**src/rtl/td4_pkg.sv**
```systemverilog
// td4_pkg: shared TD4 definitions.
// - 4-bit opcode encodings placed in the upper nibble of each instruction word.
// - Program-memory FSM state encoding.
// - td4_insn() packs an opcode and a 4-bit immediate into an 8-bit instruction.
package td4_pkg;

  localparam logic [3:0] ADD_A_IM = 4'h0;
  localparam logic [3:0] MOV_A_B  = 4'h1;
  localparam logic [3:0] IN_A     = 4'h2;
  localparam logic [3:0] MOV_A_IM = 4'h3;
  localparam logic [3:0] MOV_B_A  = 4'h4;
  localparam logic [3:0] ADD_B_IM = 4'h5;
  localparam logic [3:0] IN_B     = 4'h6;
  localparam logic [3:0] MOV_B_IM = 4'h7;
  localparam logic [3:0] OUT_B    = 4'h9;
  localparam logic [3:0] OUT_IM   = 4'hB;
  localparam logic [3:0] JNC      = 4'hE;
  localparam logic [3:0] JMP      = 4'hF;

  typedef enum logic [1:0] {
    ST_BOOT = 2'd0,
    ST_RUN  = 2'd1,
    ST_LOAD = 2'd2
  } pm_state_e;

  function automatic logic [7:0] td4_insn(input logic [3:0] op, input logic [3:0] imm);
    return {op, imm};
  endfunction

endpackage

```
**src/rtl/prog_mem_boot_image.sv**
```systemverilog
// prog_mem_boot_image: combinational boot ROM for prog_mem.
// Ports:
//   index  in  ADDR_W  word address
//   word   out DATA_W  boot image word (8-bit instruction zero-extended)
// Addresses 0x0..0xB hold the demo program; everything else reads as zero.
module prog_mem_boot_image
  import td4_pkg::*;
#(
  parameter int ADDR_W = 4,
  parameter int DATA_W = 8
) (
  input  logic [ADDR_W-1:0] index,
  output logic [DATA_W-1:0] word
);

  logic [7:0] insn;

  always_comb begin
    insn = 8'h00;
    // Only the first 16 addresses can hold image words; any upper bit set -> 0.
    if ((index >> 4) == '0) begin
      case (index[3:0])
        4'h0:    insn = td4_insn(MOV_A_IM, 4'h1);
        4'h1:    insn = td4_insn(MOV_B_IM, 4'h2);
        4'h2:    insn = td4_insn(MOV_A_B,  4'h0);
        4'h3:    insn = td4_insn(MOV_B_A,  4'h0);
        4'h4:    insn = td4_insn(ADD_A_IM, 4'h3);
        4'h5:    insn = td4_insn(ADD_B_IM, 4'h4);
        4'h6:    insn = td4_insn(IN_A,     4'h0);
        4'h7:    insn = td4_insn(IN_B,     4'h0);
        4'h8:    insn = td4_insn(OUT_IM,   4'h5);
        4'h9:    insn = td4_insn(OUT_B,    4'h0);
        4'hA:    insn = td4_insn(JMP,      4'h6);
        4'hB:    insn = td4_insn(JNC,      4'h7);
        default: insn = 8'h00;
      endcase
    end
    word       = '0;
    word[7:0]  = insn;
  end

endmodule

```
**src/rtl/prog_mem.sv**
```systemverilog
// prog_mem: TD4 program memory, synchronous-read RAM with boot and reload.
// Ports:
//   clk, rst                 clock, synchronous active-high reset
//   fetch_en/fetch_addr      fetch request from the PC (served in RUN only)
//   fetch_data/fetch_valid   registered instruction word, one cycle latency
//   ready                    high in RUN
//   load_start               begin a full reprogram (honoured in RUN only)
//   load_valid/load_data     load stream, accepted while load_ready
//   load_ready               high in LOAD
//   load_done                one-cycle pulse after the last load word is written
// After reset the RAM is filled from the boot image, one word per cycle.
module prog_mem
  import td4_pkg::*;
#(
  parameter int ADDR_W = 4,
  parameter int DATA_W = 8
) (
  input  logic              clk,
  input  logic              rst,
  input  logic              fetch_en,
  input  logic [ADDR_W-1:0] fetch_addr,
  output logic [DATA_W-1:0] fetch_data,
  output logic              fetch_valid,
  output logic              ready,
  input  logic              load_start,
  input  logic              load_valid,
  input  logic [DATA_W-1:0] load_data,
  output logic              load_ready,
  output logic              load_done
);

  localparam int DEPTH = 1 << ADDR_W;

  pm_state_e         state;
  logic [ADDR_W:0]   ptr;      // extra bit: reaches DEPTH after the last write
  logic [DATA_W-1:0] mem [DEPTH];
  logic [DATA_W-1:0] boot_word;
  logic [ADDR_W-1:0] waddr;
  logic              last;
  logic              wr_en;
  logic [DATA_W-1:0] wr_data;

  prog_mem_boot_image #(
    .ADDR_W (ADDR_W),
    .DATA_W (DATA_W)
  ) u_boot_image (
    .index (waddr),
    .word  (boot_word)
  );

  assign waddr = ptr[ADDR_W-1:0];
  assign last  = &waddr;

  always_comb begin
    wr_en   = 1'b0;
    wr_data = load_data;
    if (!rst) begin
      if (state == ST_BOOT) begin
        wr_en   = 1'b1;
        wr_data = boot_word;
      end else if (state == ST_LOAD) begin
        wr_en = load_valid && load_ready;
      end
    end
  end

  // RAM array kept free of reset so it maps onto block RAM.
  always_ff @(posedge clk) begin
    if (wr_en) mem[waddr] <= wr_data;
  end

  // Fetches are only served in RUN, so reads never collide with writes.
  always_ff @(posedge clk) begin
    if (rst) begin
      state       <= ST_BOOT;
      ptr         <= '0;
      fetch_data  <= '0;
      fetch_valid <= 1'b0;
      ready       <= 1'b0;
      load_ready  <= 1'b0;
      load_done   <= 1'b0;
    end else begin
      fetch_valid <= 1'b0;
      load_done   <= 1'b0;
      case (state)
        ST_BOOT: begin
          ptr <= ptr + 1'b1;
          if (last) begin
            state <= ST_RUN;
            ready <= 1'b1;
          end
        end
        ST_RUN: begin
          if (fetch_en) begin
            fetch_data  <= mem[fetch_addr];
            fetch_valid <= 1'b1;
          end
          if (load_start) begin
            state      <= ST_LOAD;
            ptr        <= '0;
            ready      <= 1'b0;
            load_ready <= 1'b1;
          end
        end
        ST_LOAD: begin
          if (wr_en) begin
            ptr <= ptr + 1'b1;
            if (last) begin
              state      <= ST_RUN;
              ready      <= 1'b1;
              load_ready <= 1'b0;
              load_done  <= 1'b1;
            end
          end
        end
        default: state <= ST_BOOT;
      endcase
    end
  end

endmodule

```
**config.mk**
```make
export PLATFORM = sky130hd
export DESIGN_NAME = prog_mem
export DESIGN_NICKNAME = d
export VERILOG_FILES = /design/src/rtl/td4_pkg.sv /design/src/rtl/prog_mem_boot_image.sv /design/src/rtl/prog_mem.sv
export SDC_FILE = /design/constraint.sdc
export NUM_CORES = 1
export LEC_CHECK = 0
export CORE_MARGIN = 3
export CORE_UTILIZATION = 45
export DETAILED_ROUTE_END_ITERATION = 12
export SYNTH_ARGS = -nofsm -noshare
export SYNTH_HDL_FRONTEND = slang
export SYNTH_SLANG_ARGS = --single-unit
export TNS_END_PERCENT = 5
```
**constraint.sdc**
```tcl
create_clock -name clk -period 2.4 [get_ports clk]
set_input_delay 0.48 -clock clk [delete_from_list [all_inputs] [get_ports clk]]
set_output_delay 0.48 -clock clk [all_outputs]
set_load 0.05 [all_outputs]
```
==> results of run 1 <==
==> cells by family (layout without fill, tap and decap cells) <==
| logic type | after synthesis | count (layout) | synth area share [%] |
|---|---|---|---|
| multiplexers | 42 | 42 | 13.6 |
| AND/OR/NAND/NOR | 74 | 74 | 5.85 |
| adder cells (fa/ha/maj) | 7 | 7 | 1.43 |
| buffers and inverters | 29 | 103 | 1.94 |
| AO/OA/AOI/OAI | 59 | 59 | 6.24 |
| flip-flops | 153 | 153 | 71.0 |
==> where the power goes <==
part | switching (W) | total [W] | internal [W]
Combinational | 0.000212 | 0.000370 | 0.000158
Sequential | 0.0000130 | 0.00297 | 0.00295
Clock | 0.000933 | 0.00221 | 0.00128
Total | 0.00116 | 0.00555 | 0.00439
==> area by class of cell <==
| type | count | area, um2 | share of cell area, % |
|---|---|---|---|
| Clock buffer | 22 | 444 | 6.08 |
| Clock inverter | 6 | 30.0 | 0.411 |
| Inverter | 10 | 38.8 | 0.531 |
| Multi-Input combinational cell | 182 | 1660 | 22.7 |
| Sequential cell | 153 | 4340 | 59.5 |
| Tap cell | 172 | 215 | 2.95 |
| Timing Repair Buffer | 65 | 578 | 7.91 |
==> registers in the layout (all words and copies together) (netlist names) <==
signal             cells
ptr                    4
load_ready             1
fetch_valid            1
ready                  1
fetch_data             8
mem                  128
u_boot_image.word      7
state                  2
load_done              1
==> metal layers <==
metal	up-vias	track usage, %	wire length, um
li1	1563	-	-
met1	1675	25.6	5390
met2	102	27.9	6100
met3	9	5.58	976
met4	0	6.02	119
met5	-	0	0
==> how the worst max path moves through the flow <==
stage                                 to  slack [ps]  depth (start not counted)
floorplan                      mem[1][0]          30                          4
global placement    u_boot_image.word[1]         -30                          7
detailed placement            mem[14][3]         -60                          4
CTS                           load_ready         270                          1
global route                  mem[15][3]         180                          4
finish                        load_ready         280                          1
==> placed cells by master, fill, tap and decap left out, drive strengths merged, types with 6 or more instances in the layout <==
master	instances
dfxtp	25
nand2	10
ha	7
clkdlybuf4s50	27
nor2	34
mux2	7
nor2b	6
mux4	32
edfxtp	128
clkinv	6
a22oi	16
a21oi	24
inv	9
clkbuf	22
buf	38
==> stage by stage <==
| step | hold slack (ps) | worst slack [ps] |
|---|---|---|
| 2_1_floorplan | 531 | 32.7 |
| 6_report | 488 | 277 |
| 3_3_place_gp | 459 | -26.9 |
| 5_1_grt | 526 | 176 |
| 3_5_place_dp | 462 | -63.0 |
| 4_1_cts | 492 | 267 |
==> results.sh, run 1 <==
export IMPL_drtIter0Drc=255
export IMPL_cap_violations=0
export IMPL_ir_drop_uv=532
export IMPL_p_leak_nw=2.48
export IMPL_dieArea_um2=15000
export IMPL_grt_pass1_vias=3476
export IMPL_min_to="fetch_data[4]"
export IMPL_die_h_um=123
export IMPL_first_pass_iters=4
export IMPL_setup_viol=0
export IMPL_num_fill_cells=1044
export IMPL_slew_violations=0
export IMPL_avgSynthCellArea_um2=16.8
export IMPL_synth_nets=388
export IMPL_worstSkewPairLatency_ps=420
export IMPL_power_w=0.00555
export IMPL_synth_top_area_share_pct=62.8
export IMPL_hold_start="fetch_data[4]"
export IMPL_clock_skew_final_ps=12.6
export IMPL_hp_class="flop to flop"
export IMPL_slew_headroom_pct=28.8
export IMPL_syn_inst=364
export IMPL_fin_tns_setup_ps=0
export IMPL_start_util_pct=47.2
export IMPL_die_w_um=123
export IMPL_grt_max_degree=33
export IMPL_required_ps=1920
export IMPL_grt_pass1_wl_um=19700
export IMPL_rsz0062_at_grt="false"
export IMPL_synthDistinctLibCells=46
export IMPL_grt_usage_pct=18.4
export IMPL_synth_ff_type="edfxtp_1"
export IMPL_r2r_setup_slack_ps=320
export IMPL_io_buffers=28
export IMPL_area_growth_pct=19.4
export IMPL_ys_seq_area_share_pct=71.0
export IMPL_num_io_pins=29
export IMPL_yosys_top_cells_area="edfxtp_1 (63%), mux4_2 (12%), dfxtp_1 (8.2%)"
export IMPL_r2r_cells=8
export IMPL_cp_start_kind="flop"
export IMPL_place_inst=582
export IMPL_drt_total_wl_um=12600
export IMPL_num_vias=3349
export IMPL_cts_max_level=4
export IMPL_route_detailed_wl_per_inst_um=20.6
export IMPL_outcome="finished, final reports clean"
export IMPL_crit_path_top_delay_cell="clkdlybuf4s50_1"
export IMPL_utilization_pct=56.3
export IMPL_num_rows=41
export IMPL_crit_family="buffers and inverters"
export IMPL_grt_overflow=0
export IMPL_drive_gt1_share_pct=23.5
export IMPL_cts_tree="yes"
export IMPL_fin_crit_sh_pct=88.5
export IMPL_worstMarginPinSlew_ps=1070
export IMPL_r2r_start="ptr[0]"
export IMPL_cts_hold_buf=0
export IMPL_core_area_um2=13000
export IMPL_routabilityCongestion=0.799
export IMPL_drc=0
export IMPL_fin_cells=610
export IMPL_path_class="flop to primary output"
export IMPL_cts_resized_gates=0
export IMPL_max_stage_delay_ps=830
export IMPL_whs_path_depth=2
export IMPL_max_freq_mhz=471
export IMPL_postCtsSetupRepairBufs=0
export IMPL_synth_edf_count=128
export IMPL_crit_chain="clkdlybuf4s50_1"
export IMPL_dpl_instance_area_um2=6830
export IMPL_final_nets=453
export IMPL_clkSlewWorstSetupHoldPaths_ps=60
export IMPL_synth_async_reset_ratio_pct=0
export IMPL_crit_fanout=5
export IMPL_worst_path_buf_inv=1
export IMPL_dp_hpwl_um=8260
export IMPL_synth_common_cells="edfxtp_1 (128), nor2_1 (34), mux4_2 (32)"
export IMPL_hold_violations=0
export IMPL_end_kind="primary output"
export IMPL_design_area_um2=7310
export IMPL_clockBufferDepth=2
export IMPL_post_route_min_period_ps=2120
export IMPL_r2r_end="u_boot_image.word[5]"
export IMPL_cts_root_buf="clkbuf_16"
export IMPL_cp_startpoint="load_ready"
export IMPL_syn_area_um2=6120
export IMPL_synth_warnings=0
export IMPL_cts_buffers=17
export IMPL_antenna_found_initial=0
export IMPL_ys_seq_elements=153
export IMPL_antenna_diode_count=0
export IMPL_arrival_ps=1640
export IMPL_ant_nets=0
export IMPL_power_density_nw_per_um2=760
export IMPL_synth_top_cell_by_area="edfxtp_1"
export IMPL_clock_sinks=153
export IMPL_synth_most_common_cell="edfxtp_1"
export IMPL_vias_per_cell=5.49
(Power assumes the default switching activity.)
==> run 2, diff against run 1 <==
--- a/config.mk
+++ b/config.mk
@@ -5,9 +5,12 @@
 export SDC_FILE = /design/constraint.sdc
 export NUM_CORES = 1
 export LEC_CHECK = 0
+export ABC_AREA = 1
 export CORE_MARGIN = 3
-export CORE_UTILIZATION = 45
+export CORE_UTILIZATION = 60
 export DETAILED_ROUTE_END_ITERATION = 12
+export PLACE_DENSITY = 0.79
+export SLEW_MARGIN = 10
 export SYNTH_ARGS = -nofsm -noshare
 export SYNTH_HDL_FRONTEND = slang
 export SYNTH_SLANG_ARGS = --single-unit
==> results.sh, run 2 <==
export IMPL_outcome="finished, final reports clean"
export IMPL_gr_usage_met2_pct=43.3
export IMPL_clkSlewWorstSetupHoldPaths_ps=60
export IMPL_cts_resized_gates=0
export IMPL_crit_family="buffers and inverters"
export IMPL_grt_use_met1_pct=36.9
export IMPL_required_ps=1920
export IMPL_core_area_um2=10500
export IMPL_r2r_cells=10
export IMPL_arrival_ps=1760
export IMPL_antenna_found_initial=0
export IMPL_grt_max_degree=64
export IMPL_ys_seq_area_share_pct=65.8
export IMPL_top_register="mem"
export IMPL_grt_overflow=0
export IMPL_clock_skew_final_ps=10.2
export IMPL_routabilityCongestion=0.908
export IMPL_synth_nets=640
export IMPL_io_buffers=28
export IMPL_most_common_layout_cells="edfxtp_1 (128), nand2_1 (109), inv_1 (98), nand3_1 (66), o211ai_1 (41)"
export IMPL_min_to="fetch_valid"
export IMPL_ant_nets=0
export IMPL_start_util_pct=62.9
export IMPL_largest_register_ffs=128
export IMPL_synth_most_common_cell="edfxtp_1"
export IMPL_r2r_setup_slack_ps=450
export IMPL_crit_path_top_delay_cell="clkdlybuf4s50_1"
export IMPL_cap_violations=0
export IMPL_cts_hold_buf=0
export IMPL_die_w_um=111
export IMPL_dieArea_um2=12300
export IMPL_synth_edf_count=128
export IMPL_rsz0062_at_grt="false"
export IMPL_cts_root_buf="clkbuf_8"
export IMPL_met3_usage_pct=5.40
export IMPL_synth_top_cell_by_area="edfxtp_1"
export IMPL_clockBufferDepth=2
export IMPL_r2r_end="u_boot_image.word[1]"
export IMPL_area_growth_pct=17.4
export IMPL_synth_common_cells="edfxtp_1 (128), nand2_1 (109), inv_1 (98)"
export IMPL_antenna_diode_count=0
export IMPL_avgSynthCellArea_um2=10.7
export IMPL_grt_pass1_wl_um=25300
export IMPL_first_pass_iters=5
export IMPL_synth_ff_type="edfxtp_1"
export IMPL_syn_area_um2=6610
export IMPL_cts_buffers=17
export IMPL_drc=0
export IMPL_die_h_um=111
export IMPL_postCtsSetupRepairBufs=0
export IMPL_crit_fanout=3
export IMPL_crit_chain="clkdlybuf4s50_1"
export IMPL_hold_violations=0
export IMPL_top_usage_layer="met2"
export IMPL_whs_path_depth=3
export IMPL_cp_startpoint="load_ready"
export IMPL_fin_crit_sh_pct=93.5
export IMPL_cts_max_level=4
export IMPL_route_detailed_wl_per_inst_um=19.6
export IMPL_hp_class="primary input to flop"
export IMPL_vias_per_cell=5.90
export IMPL_drive_gt1_share_pct=11.5
export IMPL_path_class="flop to primary output"
export IMPL_grt_pass1_vias=4719
export IMPL_end_kind="primary output"
export IMPL_utilization_pct=73.8
export IMPL_worstSkewPairLatency_ps=530
export IMPL_hold_start="fetch_en"
export IMPL_num_rows=37
export IMPL_syn_inst=616
export IMPL_cts_tree="yes"
export IMPL_dp_hpwl_um=9990
export IMPL_worstMarginPinSlew_ps=553
export IMPL_synth_top_area_share_pct=58.2
export IMPL_p_leak_nw=3.15
export IMPL_drtIter0Drc=700
export IMPL_num_vias=4822
export IMPL_slew_violations=0
export IMPL_fin_tns_setup_ps=0
export IMPL_synth_warnings=0
export IMPL_synth_async_reset_ratio_pct=0
export IMPL_final_nets=692
export IMPL_grt_usage_pct=27.0
export IMPL_fin_hold_ws_ps=560
export IMPL_post_route_min_period_ps=2240
export IMPL_num_io_pins=29
export IMPL_power_density_nw_per_um2=767
export IMPL_max_freq_mhz=446
export IMPL_r2r_start="ptr[0]"
export IMPL_layout_commonest_cell="edfxtp_1"
export IMPL_cp_start_kind="flop"
export IMPL_drt_total_wl_um=16000
export IMPL_synthDistinctLibCells=27
export IMPL_slew_headroom_pct=63.0
export IMPL_yosys_top_cells_area="edfxtp_1 (58%), dfxtp_1 (7.6%), nand2_1 (6.2%)"
export IMPL_clock_sinks=153
export IMPL_max_stage_delay_ps=860
export IMPL_worst_path_buf_inv=1
export IMPL_ir_drop_uv=532
export IMPL_setup_viol=0
export IMPL_ys_seq_elements=153
==> run 2: how the worst max path moves through the flow <==
| stage | end | slack, ps | cells past startpoint |
|---|---|---|---|
| after global routing | load_ready | 130 | 1 |
| after floorplan | mem[0][0] | 370 | 6 |
| after CTS | load_ready | 140 | 1 |
| after global placement | mem[3][5] | 80 | 9 |
| final | load_ready | 160 | 1 |
| after detailed placement | mem[3][2] | 20 | 9 |
==> run 2: metrics by stage <==
| step | setup slack (ps) | instances | area (um2) | total power [W] |
|---|---|---|---|---|
| 2_1_floorplan | 367 | 616 | 6610 | 0.00328 |
| 3_3_place_gp | 80.2 | 785 | 7200 | 0.00346 |
| 3_5_place_dp | 17.2 | 785 | 7200 | 0.00348 |
| 4_1_cts | 145 | 817 | 7750 | 0.00596 |
| 5_1_grt | 133 | 817 | 7750 | 0.00614 |
| 6_report | 156 | 817 | 7750 | 0.00594 |
==> run 2: area by class of cell <==
| class | count | area, um2 |
|---|---|---|
| tap | 136 | 170 |
| multi-input combinational | 334 | 1750 |
| inverter | 102 | 383 |
| clock buffer | 21 | 429 |
| sequential | 153 | 4340 |
| timing repair buffer | 60 | 551 |
| clock inverter | 11 | 124 |
| fill | 690 | 2760 |
==> run 2: where the power goes <==
| part | switching (W) | internal, W | leakage, nW |
|---|---|---|---|
| Clock | 0.00102 | 0.00148 | 0.262 |
| Combinational | 0.000320 | 0.000144 | 1.52 |
| Sequential | 0.0000201 | 0.00296 | 1.37 |
| Total | 0.00136 | 0.00458 | 3.15 |
==> run 2: logic make-up (layout without fill, tap and decap cells) <==
family                   count (synthesis)  after routing  synth area share, %
AO/OA/AOI/OAI                          104            104                 9.98
adder cells (fa/ha/maj)                  7              7                 1.33
buffers and inverters                  129            194                 7.73
flip-flops                             153            153                 65.8
AND/OR/NAND/NOR                        223            223                 15.2
==> run 2: routing by layer <==
layer / share of wire (%) / wire length, um
met3: 8.9 / 1420
met4: 3.3 / 525
met1: 40 / 6340
met2: 48 / 7710
met5: 0 / 0
